===== src/rtl/muldiv_pkg.sv =====
// Shared op codes, state encoding and width for the HI/LO multiply/divide unit.
package muldiv_pkg;

   localparam int XLEN = 32;

   typedef enum logic [2:0] {
      MD_NONE  = 3'd0,
      MD_MULT  = 3'd1,
      MD_MULTU = 3'd2,
      MD_DIV   = 3'd3,
      MD_DIVU  = 3'd4,
      MD_MTHI  = 3'd5,
      MD_MTLO  = 3'd6,
      MD_RSVD  = 3'd7
   } md_op_e;

   typedef enum logic [1:0] {
      ST_IDLE  = 2'd0,
      ST_CALC  = 2'd1,
      ST_FIXUP = 2'd2
   } md_state_e;

   // Two's-complement magnitude when the operand is treated as negative.
   function automatic logic [XLEN-1:0] abs_val(input logic [XLEN-1:0] v, input logic neg);
      return neg ? (~v + 1'b1) : v;
   endfunction

endpackage


===== src/rtl/muldiv_step.sv =====
// One radix-2 iteration shared by multiply (shift-add) and divide (restoring).
// Multiply: acc = {partial, multiplier}; adds opd to upper half when acc[0], shifts right.
// Divide:   acc = {remainder, dividend/quotient}; shifts left, trial-subtracts opd.
module muldiv_step
   import muldiv_pkg::*;
(
   input  logic              is_div,
   input  logic [2*XLEN-1:0] acc,
   input  logic [XLEN-1:0]   opd,
   output logic [2*XLEN-1:0] acc_nxt
);

   logic [XLEN:0]   x_op;
   logic [XLEN+1:0] res;

   // Single add/subtract plus the shift for either operation.
   always_comb begin
      x_op = is_div ? {acc[2*XLEN-1:XLEN], acc[XLEN-1]} : {1'b0, acc[2*XLEN-1:XLEN]};
      if (is_div) res = {1'b0, x_op} - {2'b00, opd};
      else        res = {1'b0, x_op} + {2'b00, opd};
      acc_nxt = acc;
      if (is_div) begin
         if (!res[XLEN+1]) acc_nxt = {res[XLEN-1:0], acc[XLEN-2:0], 1'b1};
         else              acc_nxt = {x_op[XLEN-1:0], acc[XLEN-2:0], 1'b0};
      end else begin
         if (acc[0]) acc_nxt = {res[XLEN:0], acc[XLEN-1:1]};
         else        acc_nxt = {1'b0, acc[2*XLEN-1:XLEN], acc[XLEN-1:1]};
      end
   end

endmodule


===== src/rtl/muldiv_unit.sv =====
// Iterative HI/LO multiply/divide unit with CPU stall handshake.
//
//   state    | meaning
//   ---------+----------------------------------------------------------
//   ST_IDLE  | waiting; mthi/mtlo write directly, md ops latch operands
//   ST_CALC  | 32 radix-2 steps, counter 0..31, stall high
//   ST_FIXUP | sign correction, HI/LO load on exit edge, done pulse
module muldiv_unit
   import muldiv_pkg::*;
(
   input  logic            clk,
   input  logic            rst_n,
   input  logic            start,
   input  logic [2:0]      op,
   input  logic [XLEN-1:0] a,
   input  logic [XLEN-1:0] b,
   output logic [XLEN-1:0] hi,
   output logic [XLEN-1:0] lo,
   output logic            stall,
   output logic            done
);

   md_state_e         state_q, state_d;
   md_op_e            op_q, op_d;
   logic [4:0]        cnt_q, cnt_d;
   logic [2*XLEN-1:0] acc_q, acc_d, step_acc;
   logic [XLEN-1:0]   opd_q, opd_d;
   logic              neg_res_q, neg_res_d;
   logic              neg_rem_q, neg_rem_d;
   logic [XLEN-1:0]   hi_q, hi_d, lo_q, lo_d;
   logic              stall_c, is_div, sgn_op, sa, sb;
   logic [XLEN-1:0]   mag_a, mag_b, quo_fix, rem_fix;
   logic [2*XLEN-1:0] prod_fix;

   assign is_div = (op_q == MD_DIV) || (op_q == MD_DIVU);

   muldiv_step u_step (
      .is_div  (is_div),
      .acc     (acc_q),
      .opd     (opd_q),
      .acc_nxt (step_acc)
   );

   // Sign correction of the finished accumulator.
   always_comb begin
      prod_fix = acc_q;
      quo_fix  = acc_q[XLEN-1:0];
      rem_fix  = acc_q[2*XLEN-1:XLEN];
      if (op_q == MD_MULT && neg_res_q) prod_fix = ~acc_q + 1'b1;
      if (op_q == MD_DIV) begin
         if (neg_res_q) quo_fix = ~acc_q[XLEN-1:0] + 1'b1;
         if (neg_rem_q) rem_fix = ~acc_q[2*XLEN-1:XLEN] + 1'b1;
      end
   end

   // Next-state, datapath loads and handshake outputs.
   always_comb begin
      state_d   = state_q;
      op_d      = op_q;
      cnt_d     = cnt_q;
      acc_d     = acc_q;
      opd_d     = opd_q;
      neg_res_d = neg_res_q;
      neg_rem_d = neg_rem_q;
      hi_d      = hi_q;
      lo_d      = lo_q;
      stall_c   = 1'b0;
      done      = 1'b0;
      sgn_op    = (op == MD_MULT) || (op == MD_DIV);
      sa        = sgn_op & a[XLEN-1];
      sb        = sgn_op & b[XLEN-1];
      mag_a     = abs_val(a, sa);
      mag_b     = abs_val(b, sb);
      case (state_q)
         ST_IDLE: begin
            if (start) begin
               case (op)
                  MD_MULT, MD_MULTU: begin
                     stall_c   = 1'b1;
                     state_d   = ST_CALC;
                     op_d      = md_op_e'(op);
                     cnt_d     = 5'd0;
                     acc_d     = {{XLEN{1'b0}}, mag_b};
                     opd_d     = mag_a;
                     neg_res_d = sa ^ sb;
                     neg_rem_d = sa;
                  end
                  MD_DIV, MD_DIVU: begin
                     stall_c   = 1'b1;
                     state_d   = ST_CALC;
                     op_d      = md_op_e'(op);
                     cnt_d     = 5'd0;
                     acc_d     = {{XLEN{1'b0}}, mag_a};
                     opd_d     = mag_b;
                     neg_res_d = sa ^ sb;
                     neg_rem_d = sa;
                  end
                  MD_MTHI: hi_d = a;
                  MD_MTLO: lo_d = a;
                  default: ;
               endcase
            end
         end
         ST_CALC: begin
            stall_c = 1'b1;
            acc_d   = step_acc;
            cnt_d   = cnt_q + 5'd1;
            if (cnt_q == 5'd31) state_d = ST_FIXUP;
         end
         ST_FIXUP: begin
            done    = 1'b1;
            state_d = ST_IDLE;
            if (is_div) begin
               hi_d = rem_fix;
               lo_d = quo_fix;
            end else begin
               hi_d = prod_fix[2*XLEN-1:XLEN];
               lo_d = prod_fix[XLEN-1:0];
            end
         end
         default: state_d = ST_IDLE;
      endcase
   end

   // Stall is forced low while reset is asserted so the CPU is never held by a dead unit.
   assign stall = rst_n & stall_c;
   assign hi    = hi_q;
   assign lo    = lo_q;

   // State and datapath registers.
   always_ff @(posedge clk or negedge rst_n) begin
      if (!rst_n) begin
         state_q   <= ST_IDLE;
         op_q      <= MD_NONE;
         cnt_q     <= 5'd0;
         acc_q     <= '0;
         opd_q     <= '0;
         neg_res_q <= 1'b0;
         neg_rem_q <= 1'b0;
         hi_q      <= '0;
         lo_q      <= '0;
      end else begin
         state_q   <= state_d;
         op_q      <= op_d;
         cnt_q     <= cnt_d;
         acc_q     <= acc_d;
         opd_q     <= opd_d;
         neg_res_q <= neg_res_d;
         neg_rem_q <= neg_rem_d;
         hi_q      <= hi_d;
         lo_q      <= lo_d;
      end
   end

endmodule


===== config.mk =====
export PLATFORM = sky130hd
export DESIGN_NAME = muldiv_unit
export DESIGN_NICKNAME = d
export VERILOG_FILES = /design/src/rtl/muldiv_pkg.sv /design/src/rtl/muldiv_step.sv /design/src/rtl/muldiv_unit.sv
export SDC_FILE = /design/constraint.sdc
export NUM_CORES = 1
export LEC_CHECK = 0
export CAP_MARGIN = 40
export CORE_ASPECT_RATIO = 1.75
export CORE_MARGIN = 2
export CORE_UTILIZATION = 25
export DETAILED_ROUTE_END_ITERATION = 12
export PLACE_DENSITY = 0.48
export SLEW_MARGIN = 20
export SYNTH_ARGS = -nofsm -noshare
export SYNTH_HDL_FRONTEND = slang
export SYNTH_HIERARCHICAL = 1
export SYNTH_SLANG_ARGS = --single-unit

===== constraint.sdc =====
create_clock -name clk -period 7 [get_ports clk]
set_input_delay 1.4 -clock clk [delete_from_list [all_inputs] [get_ports clk]]
set_output_delay 1.4 -clock clk [all_outputs]
set_load 0.01 [all_outputs]

==> impl_metrics.py <==
metrics = {
    "status": {
        "status": "finished, final reports clean",
    },
    "critical_path": {
        "path_class": "flop to flop",
        "arrival_ns": 5.93,
        "path_buf_inv": 2,
        "path_cells": "or3_1 -> nor4b_2 -> inv_1 -> nor2_1 -> nand2_1 -> nor4_1 -> a31oi_1 -> xnor2_1 -> ha_1 -> o21ai_0 -> a21oi_1 -> nor2_1 -> nor2_1 -> a31o_2 -> mux2i_1 -> nor2_4 -> buf_4 -> mux2i_1 -> a21oi_1 -> a22o_1",
        "cp.required_ns": 7.36,
        "timing.rr.start": "opd_q[3]",
        "crit_path_start_kind": "flop",
        "path_delay_family": "simple AND/OR/NAND/NOR gates",
        "cp_max_fo": 25,
        "r2r_end": "acc_q[34]",
        "r2r_setup_slack_ns": 1.42,
        "cpMostUsedCell": "nor2_1",
        "rr_worst_depth": 20,
        "crit_slowest_cell": "nor4b_2",
        "cpPeakStageDelay_ns": 0.52,
        "critPathCaptureType": "flop",
    },
    "clock_tree": {
        "cts_hold_buf": 0,
        "post-cts-setup-buffers": 0,
        "ctsRootBufferMaster": "clkbuf_16",
        "path_clk_slew_ns": 0.08,
        "clkSinkCount": 172,
        "clock_latency_ns": 0.48,
        "clock_path_buffers": 2,
        "htree_num_levels": 4,
        "tritoncts": "yes",
        "numCtsBuffers": 17,
        "cts_resized": 0,
    },
    "finish": {
        "stdcell_area_um2": 18000,
        "nets": 2007,
        "drive_above_1_share_pct": 10.4,
        "num_antenna_cells": 0,
        "syn_to_final_growth_pct": 19.0,
        "seq_area_um2": 4310,
        "fill_cells": 6347,
        "multiInputGateArea_um2": 10300,
    },
    "synthesis": {
        "synthesis.area_um2": 15100,
        "synth_edf_count": 0,
        "synth.avg_cell_area_um2": 8.34,
        "ys_seq_area_share_pct": 28.4,
        "yosys_warnings": 6,
        "synth_flop_cell": "dfrtp_1",
        "ys_ff_latch": 172,
        "synth_top_family_by_area": "compound AO/OA/AOI/OAI gates",
        "yosys.area_share.simple_pct": 19.8,
        "yosysTopAreaCell": "dfrtp_1",
        "synth_fp_nets": 1925,
        "synth_top_area_share_pct": 28.4,
        "synth_cell_types": 91,
        "async_flop_share_pct": 100,
        "synth_xor_area_share_pct": 9.72,
        "synth_compound_area_share_pct": 26.2,
        "synthCells": 1815,
        "synth_mux_area_share_pct": 8.43,
        "netlist_top_cells_area": "dfrtp_1 (28%), xnor2_1 (6.3%), mux2_2 (5.1%)",
        "synth_fa_ha_area_share_pct": 3.36,
    },
    "grt": {
        "grt_pass1_wl_um": 101000,
        "grt_pass1_vias": 15113,
        "grt_util_all_layers_pct": 21.9,
        "gr-total-overflow": 0,
        "antenna_found_initial": 0,
        "grt_max_degree": 74,
    },
    "place": {
        "dp_hpwl_um": 54900,
        "place_congestion": 0.895,
        "placed_area_um2": 17400,
        "port_buffers": 135,
    },
    "drt": {
        "first_iter_violations": 1112,
        "drt_pass1_iterations": 5,
        "ant_nets": 0,
        "post_drt_wl_per_cell_um": 25.9,
        "drcViolationCount": 0,
        "wl_um": 69800,
        "vias": 15228,
        "vias_per_cell": 5.65,
    },
    "floorplan": {
        "fp.dieArea_um2": 62600,
        "io_pins": 136,
        "initial_core_util_pct": 25.2,
        "rows": 119,
        "coreArea_um2": 60000,
        "die_h_um": 330,
        "fp.dieW_um": 190,
    },
    "timing": {
        "finalMaxSlewViolations": 0,
        "setup_viol": 0,
        "worstMarginPinSlew_ns": 0.880,
        "skew_ns": 0.0136,
        "relSlewSlack_pct": 40.8,
        "fin_crit_ns": 5.58,
        "fin_crit_sh_pct": 79.6,
        "grt_setup_unrepaired": "no",
        "tns_ns": 0,
        "fmax_ghz": 0.179,
        "finalHoldViolCount": 0,
    },
    "pwr": {
        "total_power_mw": 11.6,
        "ir_drop_mv": 0.237,
        "leakagePower_nw": 7.14,
        "power_density_nw_per_um2": 644,
    },
    "hold_path": {
        "holdCritPathClass": "flop to flop",
        "whs_path_depth": 1,
        "hp-start": "lo[0]",
        "hold_end": "lo[0]",
    },
    "run": {
        "maxCapViolCount": 0,
    },
}
[power breakdown]
part / switching (mW) / internal, mW
Sequential: 0.837 / 1.49
Clock: 0.499 / 0.542
Combinational: 4.78 / 3.47
Total: 6.11 / 5.50
[layout by cell type, fill, tap and decap left out, types with 6 or more instances in the layout]
cell / netlist / routed
o21a_1: 9 / 9
nor4_1: 27 / 27
or2_2: 7 / 7
xor2_1: 59 / 59
nand4_1: 17 / 17
buf_4: 2 / 36
nor2_1: 142 / 141
and3_1: 10 / 10
inv_1: 35 / 35
and2_1: 11 / 11
o21ai_0: 105 / 105
nor3_1: 47 / 47
xnor2_1: 109 / 109
nand2_1: 169 / 169
o41ai_1: 12 / 12
a31oi_1: 25 / 25
clkdlybuf4s50_1: 0 / 134
dfrtp_1: 172 / 171
a21o_1: 21 / 21
a221oi_1: 6 / 6
nor2b_1: 29 / 28
ha_1: 39 / 39
clkbuf_16: 0 / 17
a21oi_1: 134 / 134
a22o_1: 35 / 35
o31ai_1: 40 / 40
mux2_2: 68 / 68
a211oi_1: 37 / 37
or3_1: 18 / 18
nand2b_1: 17 / 16
a22oi_1: 40 / 40
nand3_1: 26 / 25
or4_1: 11 / 11
o221ai_1: 29 / 29
a221o_1: 8 / 8
o22ai_1: 12 / 12
mux2i_1: 51 / 51
and4_1: 6 / 6
o211ai_1: 12 / 12
[state kept, by name, summed over array words and instances, names as in the netlist]
name,count
cnt_q,5
opd_q,32
acc_q,64
op_q,3
neg_res_q,1
state_q,2
hi,32
lo,32
neg_rem_q,1
[area by class of cell]
cell class | instances | share of cell area (%)
clock buffers | 18 | 2.38
flip-flops and latches | 172 | 23.9
multi-input cells | 1489 | 56.9
repair buffers | 180 | 9.59
clock inverters | 14 | 0.951
inverters | 37 | 0.785
well taps | 786 | 5.46
[cell families (layout without fill, tap and decap cells)]
group | Yosys count | count (layout)
buf+inv | 154 | 249
xor+xnor | 168 | 168
fa+ha+maj | 40 | 40
compound gates | 583 | 583
flops | 172 | 172
mux | 119 | 119
simple gates | 579 | 579
[per-layer routing]
layer | track usage [%] | share of wire (%)
met1 | 21.9 | 34
met2 | 40.6 | 53
met3 | 2.16 | 3.3
met4 | 18.5 | 9.5
met5 | 0 | 0
[worst reg2reg max path: cells and delay by family (launching register included)]
family	cells	cell delay [ns]
mux	2	0.44
flops	1	0.42
fa+ha+maj	1	0.40
compound gates	6	1.09
buf+inv	2	0.52
simple gates	8	2.44
xor+xnor	1	0.16
[cells in the mapped netlist, types with 6 or more instances]
master,count
dfrtp_1,172
nand2_1,169
nor2_1,142
a21oi_1,134
xnor2_1,109
o21ai_0,105
clkbuf_1,93
mux2_2,68
xor2_1,59
mux2i_1,51
nor3_1,47
a22oi_1,40
o31ai_1,40
ha_1,39
a211oi_1,37
a22o_1,35
inv_1,35
nor2b_1,29
o221ai_1,29
nor4_1,27
nand3_1,26
a31oi_1,25
a21o_1,21
or3_1,18
nand2b_1,17
nand4_1,17
buf_1,13
o211ai_1,12
o22ai_1,12
o41ai_1,12
and2_1,11
or4_1,11
and3_1,10
o21a_1,9
a221o_1,8
buf_2,7
or2_2,7
a221oi_1,6
and4_1,6
o21ai_1,6
o21bai_1,6
[worst max path at each step]
stage | from | endpoint | cells past startpoint
2_1_floorplan | op_q[0] | acc_q[53] | 21
3_5_place_dp | opd_q[3] | acc_q[48] | 20
3_3_place_gp | opd_q[3] | acc_q[47] | 20
4_1_cts | opd_q[3] | acc_q[51] | 20
5_1_grt | opd_q[3] | acc_q[40] | 20
6_report | opd_q[3] | acc_q[34] | 20
[metrics by stage]
stage / hold WS (ns) / instances / utilization, % / worst slack, ns
finish: 0.489 / 2696 / 30.0 / 1.42
global route: 0.512 / 2696 / 30.0 / 1.05
CTS: 0.495 / 2693 / 29.9 / 1.47
detailed placement: 0.474 / 2661 / 28.9 / 1.49
global placement: 0.466 / 2654 / 28.8 / 1.59
floorplan: 0.464 / 1815 / - / 1.90
No activity file was read; power rests on OpenSTA's default activity.
